File: src/rtl/cpu_mem_responder.sv
// Memory-side responder for the 16-bit CPU bus: word RAM, console FIFO, status word, host preload.
// Optional write protection of low RAM is compiled in with `define CPU_MEM_WRITE_PROTECT_EN.
module cpu_mem_responder #(
  parameter int          ADDR_WIDTH    = 8,
  parameter int          FIFO_DEPTH    = 4,
  parameter logic [15:0] CONSOLE_ADDR  = 16'hFF00,
  parameter logic [15:0] STATUS_ADDR   = 16'hFF02,
  parameter logic [15:0] PROTECT_LIMIT = 16'h0040
) (
  input  logic                  clock,
  input  logic                  reset,
  input  logic [15:0]           addr,
  input  logic [15:0]           out_val,
  input  logic                  write_enable,
  output logic [15:0]           inp_val,
  input  logic                  load_en,
  input  logic [ADDR_WIDTH-1:0] load_addr,
  input  logic [15:0]           load_data,
  output logic [7:0]            tx_data,
  output logic                  tx_valid,
  input  logic                  tx_ready,
  output logic                  overflow,
  output logic                  prot_fault
);

  localparam int          PW        = $clog2(FIFO_DEPTH);
  localparam logic [31:0] RAM_WORDS = 32'(1) << ADDR_WIDTH;
  localparam logic [PW:0] FULL_CNT  = (PW+1)'(FIFO_DEPTH);

  logic [15:0] mem_q [RAM_WORDS];
  logic [7:0]  fifo_q [FIFO_DEPTH];

  logic [PW-1:0] wr_ptr_q, wr_ptr_d, rd_ptr_q, rd_ptr_d;
  logic [PW:0]   count_q, count_d;
  logic          overflow_q, overflow_d;

  logic [14:0] w;
  logic        is_console, is_status, is_ram, cpu_prot;
  logic        full, empty, push_req, push_ok, pop;
  logic                  ram_we;
  logic [ADDR_WIDTH-1:0] ram_waddr;
  logic [15:0]           ram_wdata;
  logic                  unused_addr_b0;

  assign unused_addr_b0 = addr[0];
  assign w          = addr[15:1];
  assign is_console = (w == CONSOLE_ADDR[15:1]);
  assign is_status  = (w == STATUS_ADDR[15:1]);
  assign is_ram     = !is_console && !is_status && ({17'b0, w} < RAM_WORDS);

`ifdef CPU_MEM_WRITE_PROTECT_EN
  assign cpu_prot = is_ram && (addr < PROTECT_LIMIT);
`else
  assign cpu_prot = 1'b0;
`endif

  assign full     = (count_q == FULL_CNT);
  assign empty    = (count_q == '0);
  assign tx_valid = !empty;
  assign tx_data  = fifo_q[rd_ptr_q];
  assign overflow = overflow_q;

  assign push_req = write_enable && is_console;
  assign pop      = tx_valid && tx_ready;
  // A full FIFO still accepts a push when the head leaves in the same cycle.
  assign push_ok  = push_req && (!full || pop);

  always_comb begin
    inp_val = 16'hFFFF;
    if (is_console)     inp_val = 16'h0000;
    else if (is_status) inp_val = {13'b0, overflow_q, full, empty};
    else if (is_ram)    inp_val = mem_q[w[ADDR_WIDTH-1:0]];
  end

  // Host preload takes priority over a colliding CPU store.
  always_comb begin
    ram_we    = 1'b0;
    ram_waddr = w[ADDR_WIDTH-1:0];
    ram_wdata = out_val;
    if (load_en) begin
      ram_we    = 1'b1;
      ram_waddr = load_addr;
      ram_wdata = load_data;
    end else if (write_enable && is_ram && !cpu_prot) begin
      ram_we = 1'b1;
    end
  end

  always_ff @(posedge clock) begin
    if (ram_we) mem_q[ram_waddr] <= ram_wdata;
  end

  always_comb begin
    wr_ptr_d   = wr_ptr_q;
    rd_ptr_d   = rd_ptr_q;
    count_d    = count_q;
    overflow_d = overflow_q | (push_req && full && !pop);
    if (push_ok) wr_ptr_d = wr_ptr_q + PW'(1);
    if (pop)     rd_ptr_d = rd_ptr_q + PW'(1);
    if (push_ok && !pop)      count_d = count_q + (PW+1)'(1);
    else if (pop && !push_ok) count_d = count_q - (PW+1)'(1);
  end

  always_ff @(posedge clock) begin
    if (!reset) begin
      wr_ptr_q   <= '0;
      rd_ptr_q   <= '0;
      count_q    <= '0;
      overflow_q <= 1'b0;
    end else begin
      wr_ptr_q   <= wr_ptr_d;
      rd_ptr_q   <= rd_ptr_d;
      count_q    <= count_d;
      overflow_q <= overflow_d;
    end
  end

  always_ff @(posedge clock) begin
    if (reset && push_ok) fifo_q[wr_ptr_q] <= out_val[7:0];
  end

`ifdef CPU_MEM_WRITE_PROTECT_EN
  logic prot_fault_q, prot_fault_d;

  assign prot_fault_d = prot_fault_q | (write_enable && cpu_prot);
  assign prot_fault   = prot_fault_q;

  always_ff @(posedge clock) begin
    if (!reset) prot_fault_q <= 1'b0;
    else        prot_fault_q <= prot_fault_d;
  end
`else
  assign prot_fault = 1'b0;
`endif

endmodule

File: config.mk
export PLATFORM = sky130hd
export DESIGN_NAME = cpu_mem_responder
export DESIGN_NICKNAME = d
export VERILOG_FILES = /design/src/rtl/cpu_mem_responder.sv
export SDC_FILE = /design/constraint.sdc
export NUM_CORES = 2
export LEC_CHECK = 0
export ABC_AREA = 1
export CORE_UTILIZATION = 59
export CTS_BUF_LIST = sky130_fd_sc_hd__clkbuf_8
export CTS_CLUSTER_DIAMETER = 120
export DETAILED_ROUTE_END_ITERATION = 10
export HOLD_SLACK_MARGIN = 0.08
export PLACE_DENSITY_LB_ADDON = 0.3
export SETUP_SLACK_MARGIN = 0.3
export SLEW_MARGIN = 10
export SYNTH_ARGS = -nofsm -noshare
export SYNTH_HDL_FRONTEND = slang
export SYNTH_MEMORY_MAX_BITS = 65536
export SYNTH_SLANG_ARGS = --single-unit
File: constraint.sdc
create_clock -name clock -period 5.4 [get_ports clock]
set_input_delay 1.08 -clock clock [delete_from_list [all_inputs] [get_ports clock]]
set_output_delay 1.08 -clock clock [all_outputs]
set_load 0.05 [all_outputs]
==> run summary <==
Routed Antenna Nets: 0
Hold Path Class: flip-flop to flip-flop
CP startpoint kind: input pin
crit-path max cell delay: 310 ps
worst-path fanout max: 27
first-pass GRT wire length: 694000 µm
CP delay by family, top: buffers and inverters
drt wl/cell: 24.4 µm
clk sink count: 4138
aggregate routed wire length: 481000 µm
met2 Track Usage GR: 50.0%
largest net degree at the start of global routing: 152
layout cells sized above 1: 10.2%
core area: 285000 µm²
Die ar.: 289000 µm²
DRC: 9
TritonCTS clock tree: built
CTS H-tree lvls: 6
WHS: 478 ps
Remaining Overflow, GRT: 0
Slew headroom: 16.2%
Fmax: 192 MHz
DRT iter0 DRCs: 16100
Post-DP HPWL: 282000 µm
port bufs: 85
period utilization: 96.4%
endpoint type of the worst setup path: output pin
CP arrival: 4130 ps
synth warn: 0
crit path buf inv count: 8
failing checks: DRC
sequential cell area fraction in the yosys report: 73.4%
die width: 538 µm
outcome: complete, but fails checks
mapped cell area: 169000 µm²
CP cell instances: buf_12 -> buf_12 -> nor2_4 -> buf_12 -> buf_12 -> buf_16 -> buf_4 -> a21oi_1 -> nand3_1 -> nand3_1 -> nand2_1 -> nand3_1 -> nand3_1 -> nand3_1 -> nand3_1 -> nand2_1 -> inv_1 -> buf_12
Nets: 15600
Power Density: 337 nW/µm²
Synth Area per Inst: 11.4 µm²
placed cell areas: 179000 µm²
Layout fillers: 19900
Tightest Pin Transition: 1260 ps
worst slack at placement: 83.1 ps
Routability Congestion: 0.975
antenna violations before repair: 16
Pleak: 71.2 nW
slowest CP cell: nand3_1
unrepaired setup endpoints after global routing: true
vias per std cell: 5.89
Yosys cell types: 32
Mapped Cells: 14900
cell seen most often among critical-path stages: nand3_1
global route hottest layer: met2
final worst setup slack: 195 ps
Layout area overhead: 12.7%
clk buf depth: 4
clock latency on the worst-skew pair: 1100 ps
Net Count, Synth: 15000
drt pass-1 iters: 11
# rows: 196
Hold Buf Count CTS: 0
met1 usage: 44.5%
number of global-route vias before repair: 109000
total number of vias: 116000
io pins: 88
Required @ worst endpoint: 4320 ps
Final Cell Area: 191000 µm²
setup TNS: 0 ps
Max VDD drop: 0.216 mV
Starting Density: 59.3%
die height: 538 µm
Crit Path Class: input pin to output pin
crit path time final: 5210 ps
CTS Buf Count: 639
final setup violating endpoints: 0
fin. max-slew vios: 0
Setup Skew: 13.9 ps
root buffer selected by CTS: clkbuf_8
clock-pin slew on the worst setup and hold paths: 60 ps
Yosys reg bits: 4138
met3 Use GR: 7.73%
Final Hold Fails: 0
Max-Cap Viols: 0
gr usage total: 32.8%
kinds of logic after synthesis:
family	count (synthesis)	share of synthesized area [%]
fa+ha+maj	6	0.0488
compound gates	1138	3.60
other cells	1	0.00222
simple gates	7949	18.9
buf+inv	1665	4.08
flops	4138	73.4
worst paths after layout:
| check | startpoint | end | slack (ps) | depth (start not counted) |
|---|---|---|---|---|
| worst max register to register | count_q[1]$_SDFFE_PN0P_ | count_q[1]$_SDFFE_PN0P_ | 2700 | 9 |
| worst max-delay path | addr[1] | inp_val[9] | 190 | 18 |
| worst min-delay path | rd_ptr_q[0]$_SDFFE_PN0P_ | rd_ptr_q[0]$_SDFFE_PN0P_ | 480 | 1 |
| worst min register to register | rd_ptr_q[0]$_SDFFE_PN0P_ | rd_ptr_q[0]$_SDFFE_PN0P_ | 480 | 1 |
Yosys cell counts (all sizes together):
cell type | n | area share (%)
nand2 | 5074 | 11
fa | 1 | 0.012
edfxtp | 4128 | 73
nor4 | 2 | 0.011
nand3b | 83 | 0.37
a31oi | 92 | 0.34
or2 | 8 | 0.030
conb | 1 | 0.0022
nor3 | 4 | 0.015
buf | 486 | 1.5
a21oi | 432 | 1.3
o211ai | 109 | 0.48
nand4 | 110 | 0.41
nand3 | 1168 | 3.5
clkbuf | 353 | 0.78
nor2 | 1500 | 3.3
o22ai | 8 | 0.030
dfxtp | 10 | 0.12
inv | 825 | 1.8
o21ai | 496 | 1.5
a21boi | 1 | 0.0044
ha | 5 | 0.037
clkinv | 1 | 0.0022
repair_timing:
| action | CTS | global route |
|---|---|---|
| gates cloned | 2 | 7 |
| pin swaps | 1 | 4 |
| resized for setup | 35 | 102 |
| endpoints found under the setup margin | 16 | 16 |
| buffers inserted | 4 | 3 |
| hold endpoints to repair | 0 | 0 |
flip-flops by register name (all words and copies together) (netlist names), named ones only:
name and count:
mem_q 4096, fifo_q 32, count_q 3, rd_ptr_q 2, wr_ptr_q 2, overflow 1
area by class of cell:
class,count,area [µm²],area share [%]
sequential,4138,124000,65.1
multi-input combinational,9094,38700,20.3
clock buffer,646,8890,4.66
timing repair buffer,808,8820,4.63
tap,3762,4710,2.47
inverter,826,3160,1.66
clock inverter,455,2230,1.17
antenna,12,30.0,0.0157
worst register-to-register path: cells and delay by family (launching register included):
kind                       cells  cell delay (ps)
and+or+nand+nor                3             1170
adders and majority gates      2              630
DFF                            1              360
buffers and inverters          2              230
AOI/OAI and AO/OA              2              210
layout by cell type, fill, tap and decap left out, types with 8 or more instances in the layout:
master | netlist | final
clkinvlp_4 | 0 | 12
nand3b_1 | 83 | 83
nand2_2 | 0 | 35
a31oi_1 | 92 | 91
a21oi_1 | 432 | 432
o22ai_1 | 8 | 8
nor2_2 | 1 | 18
diode_2 | 0 | 12
clkdlybuf4s50_1 | 0 | 61
nand3_1 | 1168 | 1126
buf_12 | 0 | 156
inv_1 | 820 | 1029
nand3_2 | 0 | 40
inv_8 | 0 | 11
o211ai_1 | 109 | 109
or2_2 | 8 | 8
clkbuf_8 | 0 | 646
dfxtp_1 | 10 | 10
nand2_8 | 0 | 10
clkinv_1 | 1 | 139
buf_4 | 54 | 537
o21ai_0 | 496 | 496
edfxtp_1 | 4128 | 4128
nand2_4 | 0 | 8
nor2_1 | 1497 | 1477
buf_16 | 0 | 18
clkinv_2 | 0 | 53
nand2_1 | 5074 | 5021
buf_8 | 0 | 8
nand4_1 | 110 | 110
buf_6 | 5 | 17
inv_6 | 0 | 18
report_power, final:
part           switching (mW)  internal [mW]
clock network            12.0           11.5
registers              0.0456           35.7
logic                    3.87           1.26
routing by layer:
layer  vias to the layer above  share of wire (%)  wire [µm]
met4                        10                5.3      25600
met5                         -              0.027        128
li1                      51900                  -          -
met2                      7655                 45     218000
met1                     55600                 36     175000
met3                      1169                 13      63000
metrics by stage:
stage               power, mW  instances  util (%)
detailed placement       41.3      18600      62.6
floorplan                39.2      14900         -
global placement         41.2      18600      62.6
CTS                      64.2      19700      66.6
global route             66.0      19700      66.9
finish                   64.4      19700      66.9
No activity file was read; power rests on OpenSTA's default activity.
